**config.mk**
```make
export PLATFORM = sky130hd
export DESIGN_NAME = commit_eng_pipe
export DESIGN_NICKNAME = d
export VERILOG_FILES = /design/src/rtl/commit_eng_pipe.sv
export SDC_FILE = /design/constraint.sdc
export NUM_CORES = 2
export LEC_CHECK = 0
export BUFFER_PORTS_ARGS = -buffer_cell sky130_fd_sc_hd__buf_2
export CORE_ASPECT_RATIO = 1.5
export CORE_MARGIN = 2
export CORE_UTILIZATION = 40
export DETAILED_ROUTE_END_ITERATION = 12
export HOLD_SLACK_MARGIN = 0.05
export SLEW_MARGIN = 20
export SYNTH_ARGS = -nofsm -noshare
export SYNTH_HDL_FRONTEND = slang
export SYNTH_SLANG_ARGS = --single-unit
export TNS_END_PERCENT = 5
```
**constraint.sdc**
```tcl
create_clock -name clk -period 6.77 [get_ports clk]
set_input_delay 0.677 -clock clk [delete_from_list [all_inputs] [get_ports clk]]
set_output_delay 0.677 -clock clk [all_outputs]
set_load 0.01 [all_outputs]
```
**src/rtl/commit_eng_pipe.sv**
```systemverilog
// Pipelined commit engine: walks log entries up to the commit target, setting each entry's committed bit
// with several reads in flight, then publishes the new commit number. Optional macro: COMMIT_ENG_VIEW_CHECK_EN.
module commit_eng_pipe #(
  parameter int OP_NUM_W        = 64,
  parameter int LOG_DEPTH_LOG2  = 10,
  parameter int ENTRY_W         = 128,
  parameter int MAX_OUTSTANDING = 4,
  parameter int VIEW_W          = 32
) (
  input  logic                      clk,
  input  logic                      rst,
  input  logic                      msg_val,
  output logic                      msg_rdy,
  input  logic [VIEW_W-1:0]         msg_view,
  input  logic [OP_NUM_W-1:0]       msg_commit_num,
  input  logic [VIEW_W-1:0]         state_view,
  input  logic [OP_NUM_W-1:0]       state_commit_num,
  input  logic [OP_NUM_W-1:0]       state_last_op,
  output logic                      state_wr_val,
  input  logic                      state_wr_rdy,
  output logic [OP_NUM_W-1:0]       state_wr_commit_num,
  output logic                      rd_req_val,
  input  logic                      rd_req_rdy,
  output logic [LOG_DEPTH_LOG2-1:0] rd_req_addr,
  input  logic                      rd_resp_val,
  output logic                      rd_resp_rdy,
  input  logic [ENTRY_W-1:0]        rd_resp_data,
  output logic                      wr_val,
  input  logic                      wr_rdy,
  output logic [LOG_DEPTH_LOG2-1:0] wr_addr,
  output logic [ENTRY_W-1:0]        wr_data,
  output logic                      commit_eng_rdy,
  output logic                      drop_pulse
);

  typedef enum logic [2:0] {IDLE, CHECK, RUN, DRAIN, UPDATE_STATE} state_t;

  localparam logic [3:0]         MAX_O       = 4'(MAX_OUTSTANDING);
  localparam logic [ENTRY_W-1:0] COMMIT_MASK = {2'b01, {(ENTRY_W-2){1'b0}}};

  state_t              state_reg, state_next;
  logic [OP_NUM_W-1:0] msg_commit_reg, target_reg, rd_op_reg, wr_op_reg, done_op_reg;
  logic [3:0]          outst_reg, outst_next;
  logic [OP_NUM_W-1:0] target_calc;
  logic                view_drop, resp_ok, resp_pend, req_fire, resp_fire, good_fire;
  logic                in_run, in_drain;

`ifdef COMMIT_ENG_VIEW_CHECK_EN
  logic [VIEW_W-1:0] msg_view_reg;
  assign view_drop = (msg_view_reg != state_view);
`else
  logic unused_view;
  assign view_drop   = 1'b0;
  assign unused_view = ^{msg_view, state_view};
`endif

  assign target_calc = (msg_commit_reg < state_last_op) ? msg_commit_reg : state_last_op;
  assign in_run      = (state_reg == RUN);
  assign in_drain    = (state_reg == DRAIN);
  assign resp_pend   = (outst_reg != 4'd0);
  assign resp_ok     = rd_resp_data[ENTRY_W-1] && (rd_resp_data[OP_NUM_W-1:0] == wr_op_reg);

  assign rd_req_val  = in_run && (rd_op_reg <= target_reg) && (outst_reg < MAX_O);
  assign rd_req_addr = rd_req_val ? rd_op_reg[LOG_DEPTH_LOG2-1:0] : '0;

  // A good response is only taken when the write can go out in the same cycle.
  assign wr_val      = in_run && resp_pend && rd_resp_val && resp_ok;
  assign wr_addr     = wr_val ? wr_op_reg[LOG_DEPTH_LOG2-1:0] : '0;
  assign wr_data     = wr_val ? (rd_resp_data | COMMIT_MASK) : '0;
  assign rd_resp_rdy = resp_pend && ((in_run && (resp_ok ? wr_rdy : 1'b1)) || in_drain);

  assign req_fire    = rd_req_val && rd_req_rdy;
  assign resp_fire   = rd_resp_val && rd_resp_rdy;
  assign good_fire   = resp_fire && resp_ok && in_run;
  assign outst_next  = outst_reg + {3'd0, req_fire} - {3'd0, resp_fire};

  always_comb begin
    state_next          = state_reg;
    msg_rdy             = 1'b0;
    commit_eng_rdy      = 1'b0;
    drop_pulse          = 1'b0;
    state_wr_val        = 1'b0;
    state_wr_commit_num = '0;
    case (state_reg)
      IDLE: begin
        msg_rdy        = 1'b1;
        commit_eng_rdy = 1'b1;
        if (msg_val) state_next = CHECK;
      end
      CHECK: begin
        if (view_drop || (target_calc <= state_commit_num)) begin
          drop_pulse = 1'b1;
          state_next = IDLE;
        end else begin
          state_next = RUN;
        end
      end
      RUN: begin
        if (resp_fire && !resp_ok)
          state_next = DRAIN;
        else if ((rd_op_reg > target_reg) && !resp_pend)
          state_next = UPDATE_STATE;
      end
      DRAIN: begin
        if (!resp_pend)
          state_next = (done_op_reg > state_commit_num) ? UPDATE_STATE : IDLE;
      end
      UPDATE_STATE: begin
        state_wr_val        = 1'b1;
        state_wr_commit_num = done_op_reg;
        if (state_wr_rdy) state_next = IDLE;
      end
      default: state_next = IDLE;
    endcase
  end

  always_ff @(posedge clk) begin
    if (rst) begin
      state_reg      <= IDLE;
      outst_reg      <= 4'd0;
      msg_commit_reg <= '0;
      target_reg     <= '0;
      rd_op_reg      <= '0;
      wr_op_reg      <= '0;
      done_op_reg    <= '0;
`ifdef COMMIT_ENG_VIEW_CHECK_EN
      msg_view_reg   <= '0;
`endif
    end else begin
      state_reg <= state_next;
      outst_reg <= outst_next;
      if ((state_reg == IDLE) && msg_val) begin
        msg_commit_reg <= msg_commit_num;
`ifdef COMMIT_ENG_VIEW_CHECK_EN
        msg_view_reg   <= msg_view;
`endif
      end
      if (state_reg == CHECK) begin
        target_reg  <= target_calc;
        rd_op_reg   <= state_commit_num + 1'b1;
        wr_op_reg   <= state_commit_num + 1'b1;
        done_op_reg <= state_commit_num;
      end
      if (req_fire) rd_op_reg <= rd_op_reg + 1'b1;
      if (good_fire) begin
        done_op_reg <= wr_op_reg;
        wr_op_reg   <= wr_op_reg + 1'b1;
      end
    end
  end

endmodule

```
After elaboration in Yosys (flattened, before gate mapping)
Index checks and enable logic that the tools add are counted.

$add $sub $neg: 5. Magnitude comparators: 6. Equality and inequality tests: 9. Muxes and demuxes: 23. Reduce and logical (&&, ||, !) cells: 23.

Operators with widths (count): $mux W64 (7); $add A64 B1 Y64 const B (3); $gt A64 B64 Y1 (2); $le A64 B64 Y1 (2); $mux W128 (1); $eq A64 B64 Y1 (1); $lt A64 B64 Y1 (1); $mux W10 (2); $mux W3 (6); $logic_and A1 B1 Y1 (15); $pmux W3 S5 (1); $eq A3 B2 Y1 const B (2); $ne A2 B2 Y1 const B (3); $mux W1 (5); $add A4 B1 Y4 (1); $lt A4 B3 Y1 const B (1); $reduce_and A4 Y1 (1); $reduce_bool A2 Y1 (2); $reduce_bool A4 Y1 (1); $sub A4 B1 Y4 (1); $eq A3 B1 Y1 const B (1); $eq A3 B3 Y1 const B (1); $logic_not A3 Y1 (1); $ne A3 B1 Y1 const B (1); 3 further kinds (4).

Flip-flop bits (word level): 327. Logic and storage cells: 73.

Longest topological paths before layout
Depth in word-level cells: 10. Depth in mapped cells: 21. Mapped depth without buffers: 19.

Worst setup path after synthesis
No wires, ideal clock.

Kind: input port to output port. From: input port state_last_op[12]. To: output port drop_pulse. Arrival time: 4732 ps. Data required time: 6093 ps. Slack: 1361 ps. Stages on the path: 20. Buffers on the path: 2. Path through: inv_1 -> ha_1 -> or4_1 -> o211ai_1 -> a21oi_1 -> o31a_1 -> o311ai_0 -> clkbuf_1 -> nand2_1 -> clkbuf_1 -> o21ai_0 -> ha_1 -> nand4_1 -> nor4_1 -> nand2_1 -> or4_1 -> nor2_1 -> a31oi_1 -> o21ai_0 -> and2_1.

Cells in the longest elaborated chain, start to end: 5.

Ends and longest elaborated chain: start: declaration (line 18) `input logic [OP_NUM_W-1:0] state_last_op,`; $lt A64 B64 Y1 (line 57) `assign target_calc = (msg_commit_reg < state_last_op) ? msg_commit_reg : state_last_op;`; $mux W64 (line 57); via target_calc[35] (line 44) `logic [OP_NUM_W-1:0] target_calc;`; $le A64 B64 Y1 (line 91) `if (view_drop || (target_calc <= state_commit_num)) begin`; $mux W1 (line 91); $mux W1 (line 84) `case (state_reg)`; end: declaration (line 33) `output logic drop_pulse`.

The timed path passes the listed nets, and every way through them passes these cells.

Worst setup path after layout
From: register msg_commit_reg[35]. To: output port drop_pulse.

Cells in the longest elaborated chain, start to end: 5.

Ends and longest elaborated chain: start: declaration (line 42) `logic [OP_NUM_W-1:0] msg_commit_reg, target_reg, rd_op_reg, wr_op_reg, done_op_reg;`; start signal: assignment (line 133) `msg_commit_reg <= msg_commit_num;`; $lt A64 B64 Y1 (line 57); $mux W64 (line 57); via target_calc[29] (line 44); $le A64 B64 Y1 (line 91); $mux W1 (line 91); $mux W1 (line 84).

The timed path passes the listed nets, and every way through them passes these cells.

==> results.toml <==
[route]
wl_per_cell_um = 23.8
wl_um = 112000
first_pass_iters = 6
final_antenna_net_count = 0
vias_per_cell = 5.93
first_iter_violations = 2496
drc = 0
vias = 27934

[timing]
hold_viol = 0
fmax_mhz = 155
setup_viol = 0
period_needed_ns = 6.46
timing.final.crit_share = 0.955
drv_slew = 0
skew_ns = 0.0232
tightest_slew_ns = 1.12
maxSlewHeadroom = 0.249
final.setup.tns_ns = 0

[yosys]
synthCells = 3449
syn_nets = 4105
ys.flop_type = "dfxtp_1"
yosysSeqAreaShare = 0.254
synth.avg_cell_area_um2 = 7.47
ys_ff_latch = 327
ys_warn_count = 0
synth_edf_count = 0
yosysUniqueCellTypes = 79
synthArstFlopShare = 0
syn_area_um2 = 25800

[finish]
regArea_um2 = 6550
drive_gt1_frac = 0.179
finalCoreUtilization = 0.474
multi_input_area_um2 = 17300
fillCellCount = 6780
fin_nets = 4515
syn_to_final_growth_pct = 17.7

[setup_path]
worstSetupPathDepth = 22
end_kind = "output port"
cp_common_cell = "o21ai_0"
regToRegSetupSlack_ns = 1.52
cpMaxStageDelayCell = "a2111oi_1"
crit_family = "compound AO/OA/AOI/OAI gates"
r2r-start = "msg_commit_reg[35]$_SDFFE_PP0P_"
cp.arrival_ns = 5.79
cp_cell_sequence = "ha_1 > a2111oi_1 > o21ai_0 > a221o_1 > a21oi_1 > o21ai_0 > or2_2 > buf_6 > o21ai_0 > o21ai_0 > ha_1 > a21o_1 > a21o_1 > a211oi_1 > o221ai_1 > a21oi_1 > o311ai_0 > buf_4 > o21ai_0 > buf_4 > and2_1 > buf_2"
r2r_end = "state_reg[1]$_SDFFE_PP0P_"
crit_buf_inv = 4
start_kind = "flip-flop"
max_stage_delay_ns = 0.40
crit_fanout = 44
path_class = "flip-flop to output port"
crit_required_ns = 6.09
r2r_cells = 22

[die]
fp.dieH_um = 315
std_cell_rows = 114
core_um2 = 64000
ios = 610
die_w_um = 211
die_area_um2 = 66500
initial_core_util = 0.402

[grt]
grt-ovfl-total = 0
grt_first_pass_wirelength_um = 163000
antenna_found_initial = 34
grt_usage = 0.324
grt_pass1_vias = 25817
grt_max_degree = 138

[clock_network]
tritoncts = "built"
clk_latency_ns = 0.56
cts_buffers = 36
clkSinkCount = 327
h-tree-depth = 2
postCtsHoldBufs = 0
clkTransAtPathRegs_ns = 0.06
clockBufferDepth = 3
root_buffer = "clkbuf_16"

[power]
irDropWorstVdd_mv = 0.151
power_density_nw_per_um2 = 298
leakagePower_nw = 13.3

[hold_path]
hold_path.class = "primary input to flip-flop"
whs_endpoint = "msg_commit_reg[24]$_SDFFE_PP0P_"
min_path_cells = 3
hold_start = "msg_commit_num[24]"

[placed_design]
portBuffers = 544
dpl.hpwl_um = 89100
place.gp.congestion = 1.01

[job]
max-cap-violations = 0

[run_status]
outcome = "finished clean"
[cell usage after synthesis, types with 99 or more instances]
master    instances  area share
nand2_1         390       0.057
dfxtp_1         327        0.25
inv_1           302       0.044
ha_1            264        0.13
a21oi_1         255       0.050
and2_1          215       0.052
o21ai_0         191       0.037
clkbuf_1        188       0.027
nand4_1         137       0.033
nor2_1          119       0.017
a31oi_1         116       0.028
xnor2_1         105       0.036
nand3_1          99       0.019
[per-layer routing]
metal,global-route usage,share of wire,vias up
met1,0.409,0.41,13221
met2,0.529,0.46,1189
met5,0,0.0010,-
met4,0.170,0.052,18
met3,0.0518,0.073,219
li1,-,-,13287
[where the power goes]
group | internal [mW] | total [mW] | switching (mW)
sequential | 2.44 | 3.09 | 0.648
combinational | 1.43 | 3.84 | 2.40
clock | 1.23 | 2.11 | 0.888
[kinds of logic (layout without fill, tap and decap cells)]
group | after synthesis | after routing | share of synthesized area
adder cells (fa/ha/maj) | 265 | 265 | 0.129
XOR/XNOR | 121 | 121 | 0.0411
flip-flops | 327 | 327 | 0.254
buffers and inverters | 515 | 950 | 0.0770
other | 0 | 18 | 0
multiplexers | 36 | 36 | 0.0150
AND/OR/NAND/NOR | 1249 | 1249 | 0.251
AO/OA/AOI/OAI | 936 | 936 | 0.233
[repair_timing]
item                       in CTS  in global routing
setup endpoints to repair       0                  1
buffers inserted                0                  0
resized for setup               0                 12
[layout by cell type, fill, tap and decap left out, types with 16 or more instances in the layout]
cell type  count
and2_1       214
dfxtp_1      327
nor3_1        69
nand2_1      389
or3_1         31
a221oi_1      67
diode_2       18
and3_1        31
a22oi_1       65
inv_1        301
o21ai_0      183
a21o_1        51
o311ai_0      18
a21oi_1      255
clkbuf_16     37
nor2b_1       17
buf_2        543
xnor2_1      105
buf_4         36
o211ai_1      35
nand4_1      137
nand2b_1      20
nor2_1       117
or4_1         25
ha_1         264
a31oi_1      116
and4_1        21
nor4_1        34
nand3_1       99
a211oi_1      17
o21a_1        18
xor2_1        16
[tightest hold or removal path, cell delays in order]
cell and delay [ns]:
buf_2 0.10, nand2_1 0.04, a21oi_1 0.05
[cell type report]
class / instances / share of cell area
tap: 812 / 0.0335
inverter: 303 / 0.0375
multi-input combinational: 2607 / 0.570
timing repair buffer: 584 / 0.101
sequential: 327 / 0.216
antenna: 18 / 0.00148
clock inverter: 10 / 0.00421
clock buffer: 53 / 0.0358
[how the worst max path moves through the flow]
stage	to	from
5_1_grt	drop_pulse	msg_commit_reg[35]$_SDFFE_PP0P_
6_report	drop_pulse	msg_commit_reg[35]$_SDFFE_PP0P_
2_1_floorplan	drop_pulse	state_last_op[12]
3_3_place_gp	drop_pulse	state_last_op[35]
3_5_place_dp	drop_pulse	state_last_op[35]
4_1_cts	drop_pulse	msg_commit_reg[35]$_SDFFE_PP0P_
[metrics by stage]
stage / setup WS [ns] / cells / power (mW) / hold slack (ns) / instance area (um2)
detailed placement: 0.297 / 4633 / 6.90 / 0.464 / 29100
global placement: 0.351 / 4633 / 6.84 / 0.464 / 29100
finish: 0.307 / 4714 / 9.04 / 0.368 / 30300
global route: -0.0462 / 4713 / 9.64 / 0.359 / 30300
CTS: 0.149 / 4696 / 9.02 / 0.343 / 30300
floorplan: 1.36 / 3449 / 5.54 / 0.444 / 25800
No activity file was read; power rests on OpenSTA's default activity.
